## config.mk

```make
export PLATFORM = sky130hd
export DESIGN_NAME = seg7_scan_display_flat
export DESIGN_NICKNAME = d
export VERILOG_FILES = /design/src/rtl/seg7_scan_display_if.sv /design/src/rtl/seg7_scan_display.sv /design/src/flat_wrapper.sv
export SDC_FILE = /design/constraint.sdc
export NUM_CORES = 1
export LEC_CHECK = 0
export ABC_AREA = 1
export CAP_MARGIN = 20
export CORE_ASPECT_RATIO = 0.5
export CORE_MARGIN = 3
export CORE_UTILIZATION = 25
export DETAILED_ROUTE_END_ITERATION = 8
export GPL_ROUTABILITY_DRIVEN = 0
export PLACE_DENSITY = 0.53
export SLEW_MARGIN = 20
export SYNTH_ARGS = -nofsm -noshare
export SYNTH_HDL_FRONTEND = slang
export SYNTH_SLANG_ARGS = --single-unit
```

## constraint.sdc

```tcl
create_clock -name clk -period 2.3 [get_ports clk]
set_input_delay 0.23 -clock clk [delete_from_list [all_inputs] [get_ports clk]]
set_output_delay 0.23 -clock clk [all_outputs]
set_load 0.005 [all_outputs]
```

## src/rtl/seg7_scan_display_if.sv

```systemverilog
`default_nettype none
// ============================================================================
// Module      : seg7_scan_display_if
// Description : Bundle between the syscall display/halt registers and the
//               7-segment scan driver.
//               master : drives en, load, value, halt; observes the pins
//               slave  : the scan driver (consumes inputs, drives the pins)
//   en     1   scan enable; low freezes the scan and darkens the display
//   load   1   one-cycle strobe capturing value
//   value  32  word to display, value[3:0] is the rightmost digit
//   halt   1   CPU halted indicator (lights decimal points)
//   an_n   8   anode selects, active-low, at most one low
//   seg_n  7   segments {g,f,e,d,c,b,a}, active-low
//   dp_n   1   decimal point, active-low
// Revision    : 1.0 - initial release
// ============================================================================
interface seg7_scan_display_if;
    logic        en;
    logic        load;
    logic [31:0] value;
    logic        halt;
    logic [7:0]  an_n;
    logic [6:0]  seg_n;
    logic        dp_n;

    modport master (
        output en, load, value, halt,
        input  an_n, seg_n, dp_n
    );

    modport slave (
        input  en, load, value, halt,
        output an_n, seg_n, dp_n
    );
endinterface
`default_nettype wire

```

## src/rtl/seg7_scan_display.sv

```systemverilog
`default_nettype none
// ============================================================================
// Module      : seg7_scan_display
// Description : Drives an 8-digit common-anode 7-segment display from a
//               32-bit word. Each digit is preceded by a blanking gap to
//               suppress ghosting; new words are committed only at the end
//               of a frame so a frame never mixes two words. Decimal points
//               light while the CPU is halted.
// Ports       : clk    - system clock, rising edge
//               rst_n  - asynchronous active-low reset
//               bus    - seg7_scan_display_if.slave (en, load, value, halt,
//                        an_n, seg_n, dp_n)
// Parameters  : DIV_CYCLES   - cycles each digit is lit (>= 1)
//               BLANK_CYCLES - dark cycles before each digit (>= 1)
// Options     : LEADING_ZERO_BLANK_EN - when defined, leading zero digits
//               (other than digit 0) show no segments.
// Revision    : 1.0 - initial release
// ============================================================================
module seg7_scan_display #(
    parameter int DIV_CYCLES   = 50000,
    parameter int BLANK_CYCLES = 16
) (
    input  wire logic             clk,
    input  wire logic             rst_n,
    seg7_scan_display_if.slave    bus
);

    localparam int CNT_MAX = (DIV_CYCLES > BLANK_CYCLES) ? DIV_CYCLES : BLANK_CYCLES;
    localparam int CNT_W   = (CNT_MAX > 1) ? $clog2(CNT_MAX) : 1;

    localparam logic [CNT_W-1:0] C_DIV_LAST   = CNT_W'(DIV_CYCLES - 1);
    localparam logic [CNT_W-1:0] C_BLANK_LAST = CNT_W'(BLANK_CYCLES - 1);
    localparam logic [2:0]       C_LAST_DIGIT = 3'd7;

    typedef enum logic [0:0] {
        ST_BLANK = 1'b0,
        ST_ON    = 1'b1
    } state_t;

    state_t           r_state;
    state_t           w_state_nxt;
    logic [CNT_W-1:0] r_cnt;
    logic [CNT_W-1:0] w_cnt_nxt;
    logic [2:0]       r_digit;
    logic [2:0]       w_digit_nxt;
    logic             w_commit;

    logic [31:0]      r_shadow;
    logic [31:0]      r_pending;
    logic             r_pend_v;

    logic [3:0]       w_nibble;
    logic [6:0]       w_seg_lit;
    logic             w_lit_nxt;

    logic [7:0]       r_an_n;
    logic [6:0]       r_seg_n;
    logic             r_dp_n;

    function automatic logic [6:0] hex7(input logic [3:0] nib);
        logic [6:0] s;
        case (nib)
            4'h0:    s = 7'h40;
            4'h1:    s = 7'h79;
            4'h2:    s = 7'h24;
            4'h3:    s = 7'h30;
            4'h4:    s = 7'h19;
            4'h5:    s = 7'h12;
            4'h6:    s = 7'h02;
            4'h7:    s = 7'h78;
            4'h8:    s = 7'h00;
            4'h9:    s = 7'h10;
            4'hA:    s = 7'h08;
            4'hB:    s = 7'h03;
            4'hC:    s = 7'h46;
            4'hD:    s = 7'h21;
            4'hE:    s = 7'h06;
            default: s = 7'h0E;
        endcase
        return s;
    endfunction

    // ------------------------------------------------------------------
    // Scan state register
    // ------------------------------------------------------------------
    always_ff @(posedge clk or negedge rst_n) begin
        if (!rst_n) begin
            r_state <= ST_BLANK;
            r_cnt   <= '0;
            r_digit <= '0;
        end else begin
            r_state <= w_state_nxt;
            r_cnt   <= w_cnt_nxt;
            r_digit <= w_digit_nxt;
        end
    end

    // ------------------------------------------------------------------
    // Next-state logic; everything holds while en is low
    // ------------------------------------------------------------------
    always_comb begin
        w_state_nxt = r_state;
        w_cnt_nxt   = r_cnt;
        w_digit_nxt = r_digit;
        w_commit    = 1'b0;
        if (bus.en) begin
            case (r_state)
                ST_BLANK: begin
                    if (r_cnt == C_BLANK_LAST) begin
                        w_cnt_nxt   = '0;
                        w_state_nxt = ST_ON;
                    end else begin
                        w_cnt_nxt = r_cnt + 1'b1;
                    end
                end
                ST_ON: begin
                    if (r_cnt == C_DIV_LAST) begin
                        w_cnt_nxt   = '0;
                        w_digit_nxt = r_digit + 3'd1;
                        w_state_nxt = ST_BLANK;
                        // End of the last digit is the only frame boundary
                        w_commit    = (r_digit == C_LAST_DIGIT);
                    end else begin
                        w_cnt_nxt = r_cnt + 1'b1;
                    end
                end
                default: begin
                    w_state_nxt = ST_BLANK;
                    w_cnt_nxt   = '0;
                end
            endcase
        end
    end

    // ------------------------------------------------------------------
    // Double-buffered display word. A load coinciding with the commit
    // edge bypasses the pending buffer so it is not lost.
    // ------------------------------------------------------------------
    always_ff @(posedge clk or negedge rst_n) begin
        if (!rst_n) begin
            r_shadow  <= '0;
            r_pending <= '0;
            r_pend_v  <= 1'b0;
        end else if (w_commit) begin
            if (bus.load) begin
                r_shadow  <= bus.value;
                r_pending <= bus.value;
            end else if (r_pend_v) begin
                r_shadow  <= r_pending;
            end
            r_pend_v <= 1'b0;
        end else if (bus.load) begin
            r_pending <= bus.value;
            r_pend_v  <= 1'b1;
        end
    end

    // ------------------------------------------------------------------
    // Segment pattern for the digit about to be shown. Outputs are
    // registered from the next state so a digit is lit exactly for the
    // cycles following the BLANK->ON edge.
    // ------------------------------------------------------------------
`ifdef LEADING_ZERO_BLANK_EN
    logic w_upper_zero;
`endif

    always_comb begin
        w_nibble  = r_shadow[{w_digit_nxt, 2'b00} +: 4];
        w_seg_lit = hex7(w_nibble);
`ifdef LEADING_ZERO_BLANK_EN
        // This nibble and every higher one are zero -> suppress the digit,
        // but keep digit 0 so an all-zero word still shows a single '0'.
        w_upper_zero = ((r_shadow >> {w_digit_nxt, 2'b00}) == 32'd0);
        if ((w_digit_nxt != 3'd0) && w_upper_zero) begin
            w_seg_lit = 7'h7F;
        end
`endif
        w_lit_nxt = bus.en && (w_state_nxt == ST_ON);
    end

    always_ff @(posedge clk or negedge rst_n) begin
        if (!rst_n) begin
            r_an_n  <= 8'hFF;
            r_seg_n <= 7'h7F;
            r_dp_n  <= 1'b1;
        end else if (w_lit_nxt) begin
            r_an_n  <= ~(8'b0000_0001 << w_digit_nxt);
            r_seg_n <= w_seg_lit;
            r_dp_n  <= ~bus.halt;
        end else begin
            r_an_n  <= 8'hFF;
            r_seg_n <= 7'h7F;
            r_dp_n  <= 1'b1;
        end
    end

    assign bus.an_n  = r_an_n;
    assign bus.seg_n = r_seg_n;
    assign bus.dp_n  = r_dp_n;

endmodule
`default_nettype wire
```

## src/flat_wrapper.sv

```systemverilog
// flat-port wrapper written by rule: the top's interface ports become plain ports
module seg7_scan_display_flat 
#(
    parameter int DIV_CYCLES   = 50000,
    parameter int BLANK_CYCLES = 16
)
  (clk, rst_n, bus_en, bus_load, bus_value, bus_halt, bus_an_n, bus_seg_n, bus_dp_n);
  seg7_scan_display_if bus_i ();
  input  wire logic clk;
  input  wire logic rst_n;
  input wire logic [$bits(bus_i.en)-1:0] bus_en;
  input wire logic [$bits(bus_i.load)-1:0] bus_load;
  input wire logic [$bits(bus_i.value)-1:0] bus_value;
  input wire logic [$bits(bus_i.halt)-1:0] bus_halt;
  output wire logic [$bits(bus_i.an_n)-1:0] bus_an_n;
  output wire logic [$bits(bus_i.seg_n)-1:0] bus_seg_n;
  output wire logic [$bits(bus_i.dp_n)-1:0] bus_dp_n;
  assign bus_i.en = bus_en;
  assign bus_i.load = bus_load;
  assign bus_i.value = bus_value;
  assign bus_i.halt = bus_halt;
  assign bus_an_n = bus_i.an_n;
  assign bus_seg_n = bus_i.seg_n;
  assign bus_dp_n = bus_i.dp_n;
  seg7_scan_display #(.DIV_CYCLES(DIV_CYCLES), .BLANK_CYCLES(BLANK_CYCLES)) u_core (.clk(clk), .rst_n(rst_n), .bus(bus_i));
endmodule
```

==> metrics.yaml <==
outcome:
  outcome: "complete, but fails checks"
  violations: "negative setup slack"
detailed_routing:
  firstDrtPassIters: 4
  drt_iter0_drc: 270
  routedWlPerCell_um: 12.1
  routed-via-count: 3835
  routed_wl_um: 11200
  drc: 0
  final_antenna_net_count: 0
  vias_per_cell: 4.16
clock_tree:
  h-tree-depth: 3
  cts_buffers: 9
  cts_buffer_depth: 2
  clkTransAtPathRegs_ps: 70
  clock_latency_ps: 350
  cts_root_buf: "clkbuf_16"
  cts_tree: "done"
  clock-sinks: 101
sta:
  final.setup_skew_ps: 12.0
  finalCriticalPeriod_ps: 2320
  worst_slew_pin_slew_ps: 625
  setup_tns_ps: -44.9
  slew_headroom_pct: 58.3
  postLayoutSetupSlackWorst_ps: -21.4
  finalCritPeriodShare_pct: 101
  grt_setup_unrepaired: "yes"
  slew_violations: 0
  fmax_ghz: 0.431
  setup_viol: 3
  hold_violations: 0
placed_design:
  hpwl_um: 8350
  port_buffers: 52
floorplan:
  io_pins: 53
  die_h_um: 105
  placementRows: 35
  start_util_pct: 26.1
  dieArea_um2: 21400
  die_w_um: 204
  core_area_um2: 18800
synth:
  post-synth-top-count-cell: "nand2_1"
  synth_edf_count: 0
  avgSynthCellArea_um2: 8.84
  synth_top_area_cell: "dfrtp_1"
  ys_seq_area_share_pct: 51.9
  synth_top_area_share_pct: 43.4
  synth_area_um2: 4910
  synth_nets: 601
  synth_common_cells: "nand2_1, dfrtp_1, inv_1"
  ys_seq_elements: 101
  synth_cell_types: 35
  ys.flop_type: "dfrtp_1"
  synthTopCellsByArea: "dfrtp_1, nand2_1, dfstp_2, mux2_2, nand3_1"
  synth_cells: 555
  yosys_warnings: 0
  synth-async-reset-ratio_pct: 100
job:
  max_cap_viol_count: 0
hold_path:
  holdCritPathClass: "in -> reg"
power_and_ir_drop:
  cellInternalPower_mw: 2.96
  p_comb_share_pct: 11.6
  p_leak_nw: 3.19
  power_frac_seq_pct: 48.0
  p_sw_share_pct: 26.0
  power.switching_mw: 1.04
  pwr-share-clk_pct: 40.4
  powerDensity_nw_per_um2: 603
  irDropWorstVdd_uv: 306
setup_path:
  slowest_delay_ps: 360
  critical_path_class: "reg -> reg"
  crit_chain: "ha_2 -> inv_2 -> nor2_1 -> nand2_1 -> nor2_4 -> nand4_4 -> buf_6 -> nand3_1 -> nand2_1 -> nand2_1 -> nand3_2 -> nand2_4 -> inv_4 -> ha_4 -> inv_2 -> nand3_2 -> nand3_2 -> nand3_1"
  cp-end-kind: "flip-flop"
  crit_path_start_kind: "flip-flop"
  cpLargestDelayFamily: "simple AND/OR/NAND/NOR gates"
  crit_required_ps: 2570
  crit_buf_inv: 4
  cp.arrival_ps: 2590
  critPathSlowestCell: "dfrtp_1"
  cp_max_fo: 7
finish:
  n_antenna_cell: 0
  synthToLayoutAreaGrowth_pct: 35.5
  nets: 703
  drive_gt1_share_pct: 26.1
  utilization_pct: 35.3
global_route:
  grt_max_degree: 48
  first_global_vias: 3929
  grt_antenna_before_repair: 0
  grt.overflow.total: 0
  grtUsageTotal_pct: 10.9
  grt_pass1_wl_um: 19000
-- power groups by stage --
stage,Sequential [mW],Combinational (mW),Clock [mW]
final,1.92,0.464,1.62
after global routing,1.94,0.532,1.75
after CTS,1.93,0.472,1.67
after detailed placement,1.96,0.467,0
after global placement,1.96,0.465,0
after floorplan,1.96,0.223,0
-- worst paths after layout --
path | startpoint | to | slack, ps | depth (start not counted)
hold / removal | bus_halt | u_core.bus.dp_n | 390 | 2
setup / recovery | u_core.r_cnt[0] | u_core.bus.seg_n[0] | -20 | 18
min in group asynchronous | rst_n | u_core.r_pending[14] | 440 | 2
hold reg to reg | u_core.r_pending[12] | u_core.r_pending[12] | 470 | 2
setup reg to reg | u_core.r_cnt[0] | u_core.bus.seg_n[0] | -20 | 18
max in group asynchronous | rst_n | u_core.bus.an_n[7] | 1180 | 3
-- routing by layer --
metal / global-route usage [%] / vias to the layer above / routed length (um)
li1: - / 1962 / -
met3: 2.65 / 8 / 434
met1: 14.7 / 1809 / 5480
met2: 17.6 / 56 / 5160
met4: 2.84 / 0 / 100
met5: 0 / - / 0
-- registers in the layout (all words and copies together) (netlist names) --
register	cells
u_core.bus.an_n	8
u_core.bus.dp_n	1
u_core.bus.seg_n	7
u_core.r_cnt	16
u_core.r_digit	3
u_core.r_pend_v	1
u_core.r_pending	32
u_core.r_shadow	32
u_core.r_state	1
-- timing repair --
action / 4_1_cts / 5_1_grt
hold endpoints to repair: 44 / 0
endpoints found under the setup margin: 5 / 11
cloned: 1 / 0
hold buffers: 1 / 0
pin swaps: 21 / 10
setup buffers: 5 / 4
gates resized for setup: 34 / 4
-- cell families after synthesis --
logic type,share of synthesized area [%]
multiplexers,7.55
buffers and inverters,6.12
flip-flops,51.9
AO/OA/AOI/OAI,1.56
AND/OR/NAND/NOR,29.5
adder cells (fa/ha/maj),2.30
XOR/XNOR,1.07
-- layout by cell type (no fill, tap or decap), types with 4 or more instances in the layout --
cell type / Yosys / final
clkbuf_16: 0 / 9
nand2_2: 7 / 9
nor3_1: 6 / 6
inv_1: 44 / 41
buf_4: 6 / 47
nand3_2: 1 / 9
xor2_1: 6 / 6
inv_2: 9 / 9
buf_12: 0 / 4
nand3b_1: 8 / 8
buf_6: 1 / 4
a21oi_1: 6 / 6
nand2_4: 4 / 6
clkdlybuf4s50_1: 0 / 51
nor2_1: 25 / 25
nor4_1: 6 / 6
mux2_2: 32 / 32
dfstp_2: 16 / 16
nand2_1: 210 / 205
ha_4: 0 / 5
dfrtp_1: 85 / 85
nand3_1: 35 / 26
nand4_1: 8 / 8
-- stage by stage --
step	power [mW]	cell area, um2	hold WS, ps	setup slack (ps)	std cells
global route	4.22	6650	371	-188	921
CTS	4.06	6590	375	-52.6	917
floorplan	2.18	4920	-65.6	12.8	555
global placement	2.42	6060	294	5.54	894
finish	4.01	6650	386	-21.4	921
detailed placement	2.43	6060	296	-76.4	894
-- final cells by class --
type | count | area (um2)
Fill cell | 1936 | 12200
Clock inverter | 7 | 95.1
Sequential cell | 101 | 2550
Timing Repair Buffer | 107 | 998
Tap cell | 259 | 324
Multi-Input combinational cell | 383 | 2240
Inverter | 55 | 214
Clock buffer | 9 | 225
(Power assumes the default switching activity.)
==> variant 1, RTL diff (same settings) <==
One comparison of `r_cnt` changes from == to >=.
--- a/src/rtl/seg7_scan_display.sv
+++ b/src/rtl/seg7_scan_display.sv
@@ -108,3 +108,3 @@
                 ST_BLANK: begin
-                    if (r_cnt == C_BLANK_LAST) begin
+                    if (r_cnt >= C_BLANK_LAST) begin
                         w_cnt_nxt   = '0;
Function: same outputs for any inputs over 10 cycles, from zero or initial values and one cycle with rst_n low; that may be too few to reach the edited logic, so the function may still have changed.
==> variant 1 against the unedited design <==
  * The run still ends with setup timing left
  * Maximum frequency increased by 0.34%
  * Cell count increased by 6.8%
  * Non-clock buffer count increased by 10
  * Worst hold slack got worse by 2.6 ps
  * Setup slack improved by 7.9 ps
  * Wire length increased by 8.9%
  * Via count increased by 8.8%
  * Area after synthesis decreased by 0.71%
  * Total power increased by 11%
  * Sequential cell count unchanged
  * Clock skew decreased by 2.2 ps
  * Design area increased by 1.1%
  * Largest cell class unchanged
==> variant 1: results (changes against the unedited design) <==
Final layout
  – NumNets Final: 766 (+9.0%)
  – Top flop regs: u_core.r_pending: 32 flops, u_core.r_shadow: 32 flops, u_core.r_cnt: 16 flops
  – Share of cells above drive strength 1: 0.234 (-0.0268)
  – Fill count: 1920 (-0.83%)

Global route
  – Overall Global Routing Usage: 0.115 (+0.00608)
  – Initial antenna violation count: 0 (unchanged)
  – Vias in the first global route: 4110 (+4.6%)
  – First-pass GRT wire length: 20.2 mm (+6.1%)
  – Largest net degree at the start of global routing: 102 (+110%)

Synth
  – Seq/Total Area, Yosys: 0.523 (+0.00373)
  – Synth Flop Type: dfrtp_1
  – Top cells by area, synth: dfrtp_1 44%, nand2_1 21%, dfstp_2 8.6%
  – Cell variety after synth: 35 (unchanged)
  – Avg Cell Area, Syn: 7.99 µm² (-9.7%)
  – Ys Warns: 0 (unchanged)
  – Syn nets: 656 (+9.2%)
  – Ys async rst share: 1.00 (unchanged)
  – Commonest cells post-synth: 270 x nand2_1, 85 x dfrtp_1, 49 x inv_1

Hold path
  – Worst hold stages: 2 (unchanged)
  – Hold/Removal Path Class: in -> reg

Place
  – Port bufs: 52 (unchanged)
  – DP HPWL: 8.30 mm (-0.69%)
  – Placed Instances: 952 (+6.5%)

STA
  – Worst Tran Pin Value: 585 ps (-40.3 ps)
  – WHS: 383 ps (-2.57 ps)
  – Setup Viol. Count Final: 1 (-2)
  – Worst Slack Setup Final: -13.5 ps (+7.90 ps)
  – Setup Skew: 9.75 ps (-2.23 ps)

Drt
  – Drt wl/cell: 12.4 µm (+2.0%)
  – DR vias/cell: 4.24 (+1.9%)
  – DRT iter0 DRCs: 202 (-25%)
  – Final wirelength: 12.2 mm (+8.9%)
  – TritonRoute pass-1 iters: 4 (unchanged)

Power and ir drop
  – Internal power: 3.23 mW (+8.9%)
  – Static Leakage: 3.23 nW (+1.1%)
  – Peak supply drop: 0.369 mV (+20%)

Critical path
  – Family with the most delay on the worst path: simple AND/OR/NAND/NOR gates
  – Slowest stage delay, CP: 360 ps (about the same)
  – Slack of the worst reg-to-reg path: -10 ps
  – Worst reg-to-reg path cell count: 15 (-3)
  – Critical path's slowest cell: dfrtp_1
  – R2R Path Start: u_core.r_cnt[1]
  – RR Endpoint: u_core.bus.seg_n[1]
  – Crit-path max FO: 6 (-1)

Clock tree
  – CTS max path bufs: 2 (unchanged)
  – CTS Buf Count: 9 (unchanged)
  – CTS clk-pin slew, worst paths: 70 ps (about the same)
  – # H-tree levels: 3 (unchanged)

Status
  – Failing checks: setup timing
  – Status: finished, violations left
variant 1: cell types whose count changed after synthesis, sizes merged, moves of 3 or more:
cell,before,now
xnor2,0,3
nor3,6,12
xor2,6,2
nand2,221,280
mux2,32,0
clkbuf,7,11
nor2,28,36
nand3b,8,3
o21ai,5,26
nor4,6,1
nand3,38,41
variant 1: stage by stage:
stage          setup TNS, ps  area, µm²  power, mW  setup WS [ps]
2_1_floorplan              0       4870       2.42           16.1
3_3_place_gp           -1410       6010       2.76           -244
3_5_place_dp           -2180       6010       2.77           -323
4_1_cts                -14.8       6480       4.42          -7.95
5_1_grt                 -939       6720       4.68           -169
6_report               -13.5       6720       4.44          -13.5
variant 1: layout make-up:
| type | instances | area [µm²] | area share |
|---|---|---|---|
| tap | 259 | 324 | 0.0482 |
| clock buffer | 10 | 239 | 0.0356 |
| sequential | 101 | 2550 | 0.379 |
| inverter | 51 | 194 | 0.0289 |
| clock inverter | 6 | 75.1 | 0.0112 |
| multi-input combinational | 440 | 2290 | 0.341 |
| timing repair buffer | 117 | 1050 | 0.156 |
variant 1: routing by layer:
metal / vias to the layer above / global-route usage / wire [µm]
li1: 2134 / - / -
met4: 0 / 0.0226 / 114
met1: 1980 / 0.162 / 6040
met3: 12 / 0.0289 / 352
met5: - / 0 / 0
met2: 48 / 0.181 / 5670
variant 1: logic make-up (layout without fill, tap and decap cells):
| family | Yosys count | count (layout) | share of synthesized area |
|---|---|---|---|
| compound gates | 39 | 39 | 0.0442 |
| fa+ha+maj | 9 | 9 | 0.0231 |
| simple gates | 385 | 387 | 0.338 |
| buf+inv | 71 | 184 | 0.0632 |
| xor+xnor | 5 | 5 | 0.00899 |
| flops | 101 | 101 | 0.523 |
variant 1: power by group through the flow:
stage	registers, mW	logic, mW	clock network, mW
2_1_floorplan	2.06	0.355	0
3_3_place_gp	2.04	0.722	0
3_5_place_dp	2.05	0.726	0
4_1_cts	2.02	0.760	1.64
5_1_grt	2.03	0.932	1.72
6_report	2.02	0.827	1.60
variant 1: worst max path at each step:
stage | start | to | cells past startpoint
floorplan | u_core.r_cnt[0] | u_core.bus.seg_n[0] | 17
global placement | bus_en | u_core.bus.seg_n[1] | 14
detailed placement | bus_en | u_core.bus.seg_n[1] | 14
CTS | u_core.r_cnt[1] | u_core.bus.seg_n[3] | 16
global route | u_core.r_cnt[12] | u_core.bus.seg_n[4] | 16
finish | u_core.r_cnt[1] | u_core.bus.seg_n[1] | 15
variant 1: what timing repair did:
action | CTS | global route
setup buffers | 3 | 9
gates cloned | 3 | 0
pin swaps | 17 | 32
hold buffers | 1 | 0
endpoints found under the setup margin | 7 | 20
hold endpoints to repair | 85 | 0
resized for setup | 27 | 43
==> variant 2, RTL diff (same flow settings) <==
Made on the original files. `BLANK_CYCLES` is set to 16 in 2 places; all go to 8.
--- a/src/rtl/seg7_scan_display.sv
+++ b/src/rtl/seg7_scan_display.sv
@@ -20,3 +20,3 @@
     parameter int DIV_CYCLES   = 50000,
-    parameter int BLANK_CYCLES = 16
+    parameter int BLANK_CYCLES = 8
 ) (
--- a/src/flat_wrapper.sv
+++ b/src/flat_wrapper.sv
@@ -4,3 +4,3 @@
     parameter int DIV_CYCLES   = 50000,
-    parameter int BLANK_CYCLES = 16
+    parameter int BLANK_CYCLES = 8
 )
Formal check against the unedited RTL: not equivalent (a bounded check fails within 10 cycles, from zero or initial values and one cycle with rst_n low).
==> variant 2 against the unedited design <==
  * The run still ends with setup timing left
  * Count of clock-buffer cells in the layout stayed put
  * Clock skew hardly changed
  * Area after synthesis is 2.4% lower
  * Critical path depth is 3 higher
  * Design area is 1.1% lower
  * Total power is 3.0% lower
  * Wire length is 0.25% higher
  * Sequential cell count stayed put
  * Synthesized cell count is 4.3% lower
  * Maximum frequency is 1.1% lower
  * Setup slack worse by 27 ps
==> variant 2: results (changes against the unedited design) <==
Status
  – Status: finished, violations left
  – Failing checks: setup timing

STA
  – Setup Viol. Count Final: 5 (+2)
  – Worst slew margin: 0.648 (+0.0652)
  – Setup Skew: 12.0 ps (+0.0547 ps)
  – Worst Slack Setup Final: -48.2 ps (-26.8 ps)

Synth
  – Top cells by area, synth: dfrtp_1 44%, nand2_1 16%, dfstp_2 8.8%
  – Seq/Total Area, Yosys: 0.532 (+0.0128)
  – Mapped Cells: 531 (-4.3%)
  – Cell variety after synth: 36 (+2.9%)
  – Ys async rst share: 1.00 (unchanged)
  – Commonest cells post-synth: 205 x nand2_1, 85 x dfrtp_1, 42 x inv_1
  – Ys Warns: 0 (unchanged)
  – Syn nets: 577 (-4.0%)
  – Synth Flop Type: dfrtp_1

Clock tree
  – CTS Buf Count: 9 (unchanged)
  – CTS clk-pin slew, worst paths: 70 ps (about the same)
  – CTS root buf: clkbuf_16
  – CTS max path bufs: 2 (unchanged)
  – Clk_lat worst skew: 350 ps (about the same)
  – # H-tree levels: 3 (unchanged)

Final layout
  – Share of cells above drive strength 1: 0.309 (+0.0476)
  – Antenna diodes: 0 (unchanged)
  – Finished Cell Area: 6570 µm² (-1.1%)
  – NumNets Final: 682 (-3.0%)
  – Top flop regs: u_core.r_pending: 32 flops, u_core.r_shadow: 32 flops, u_core.r_cnt: 16 flops
  – Final Non-Filler Cells: 900 (-2.3%)
  – Fill count: 1909 (-1.4%)

Global route
  – First-pass GRT wire length: 18.6 mm (-2.0%)
  – Initial antenna violation count: 0 (unchanged)
  – Largest net degree at the start of global routing: 45 (-6.3%)
  – Overall Global Routing Usage: 0.109 (-0.000257)

Drt
  – Drt wl/cell: 12.4 µm (+2.6%)
  – TritonRoute pass-1 iters: 4 (unchanged)
  – DRT iter0 DRCs: 171 (-37%)
  – Via count: 3663 (-4.5%)

Hold path
  – Hold/Removal Path Class: in -> reg
  – Hold Crit Start: bus_halt

Power and ir drop
  – Static Leakage: 3.21 nW (+0.47%)
  – Peak supply drop: 0.280 mV (-8.5%)

Critical path
  – Critical path startpoint: u_core.r_cnt[0]
  – Crit-path max FO: 8 (+1)
  – Critical path arrival: 2620 ps (+30 ps)

Place
  – DP Area: 5970 µm² (-1.3%)
  – DP HPWL: 8.16 mm (-2.4%)
  – Port bufs: 52 (unchanged)
  – Placed Instances: 878 (-1.8%)
variant 2: cell types whose count changed after synthesis, sizes merged, moves of 3 or more:
| cell | delta |
|---|---|
| nand3 | -7 |
| xor2 | -3 |
| nand4 | -4 |
| inv | -5 |
| nand2 | -3 |
| nor3b | -3 |
| xnor2 | +3 |
| nor4 | -4 |
variant 2: cell type report:
class,instances,share of cell area
inverters,49,0.0293
multi-input cells,366,0.337
clock inverters,7,0.0112
clock buffers,9,0.0343
repair buffers,109,0.152
well taps,259,0.0493
flip-flops and latches,101,0.388
variant 2: path summary, 6_finish.rpt:
path	slack, ps	depth (start not counted)	end
worst max-delay path	-50	21	u_core.bus.seg_n[3]
worst min-delay path	370	2	u_core.bus.dp_n
worst max register to register	-50	21	u_core.bus.seg_n[3]
worst min register to register	470	2	u_core.r_pending[16]
max in group asynchronous	1240	3	u_core.bus.an_n[6]
min in group asynchronous	400	2	u_core.r_pending[17]
variant 2: report_power, final:
group | switching, mW | internal (mW)
combinational | 0.236 | 0.214
clock | 0.742 | 0.771
sequential | 0.0458 | 1.88
total | 1.02 | 2.86
variant 2: cell families after synthesis:
family / Yosys count / synth area share
xor+xnor: 6 / 0.0110
buf+inv: 65 / 0.0562
flops: 101 / 0.532
fa+ha+maj: 9 / 0.0235
compound gates: 16 / 0.0214
mux: 33 / 0.0773
simple gates: 301 / 0.279
variant 2: timing repair:
item,CTS,global route
setup endpoints to repair,7,23
gates cloned,1,0
setup buffers,3,1
gates resized for setup,42,23
pin swaps,15,22
hold endpoints to repair,34,0
hold buffers,1,0
variant 2: critical path, stage by stage (launching register included):
cell and delay, ps:
dfrtp_1 370, ha_2 190, nand2_2 60, inv_2 60, nand2_2 50, nor2_4 150, nand3_4 110, nand2_4 100
nand2_4 80, buf_12 150, nand2_2 50, nand2_2 60, nand2_2 70, nand3_2 80, nand2_4 120, inv_4 50
buf_6 110, ha_4 160, nand2_4 70, nand2_2 50, nand2_1 50, nand3_1 60
variant 2: routing by layer:
| metal | global-route usage | vias up | share of wire |
|---|---|---|---|
| li1 | - | 1885 | - |
| met1 | 0.153 | 1735 | 0.52 |
| met2 | 0.169 | 33 | 0.44 |
| met3 | 0.0272 | 10 | 0.031 |
| met4 | 0.0269 | 0 | 0.010 |
| met5 | 0 | - | 0 |
variant 2: through the flow:
| stage | TNS [ps] | setup slack (ps) |
|---|---|---|
| 2_1_floorplan | 0 | 15.6 |
| 3_3_place_gp | -713 | -132 |
| 3_5_place_dp | -1030 | -180 |
| 4_1_cts | -123 | -35.7 |
| 5_1_grt | -1170 | -189 |
| 6_report | -157 | -48.2 |
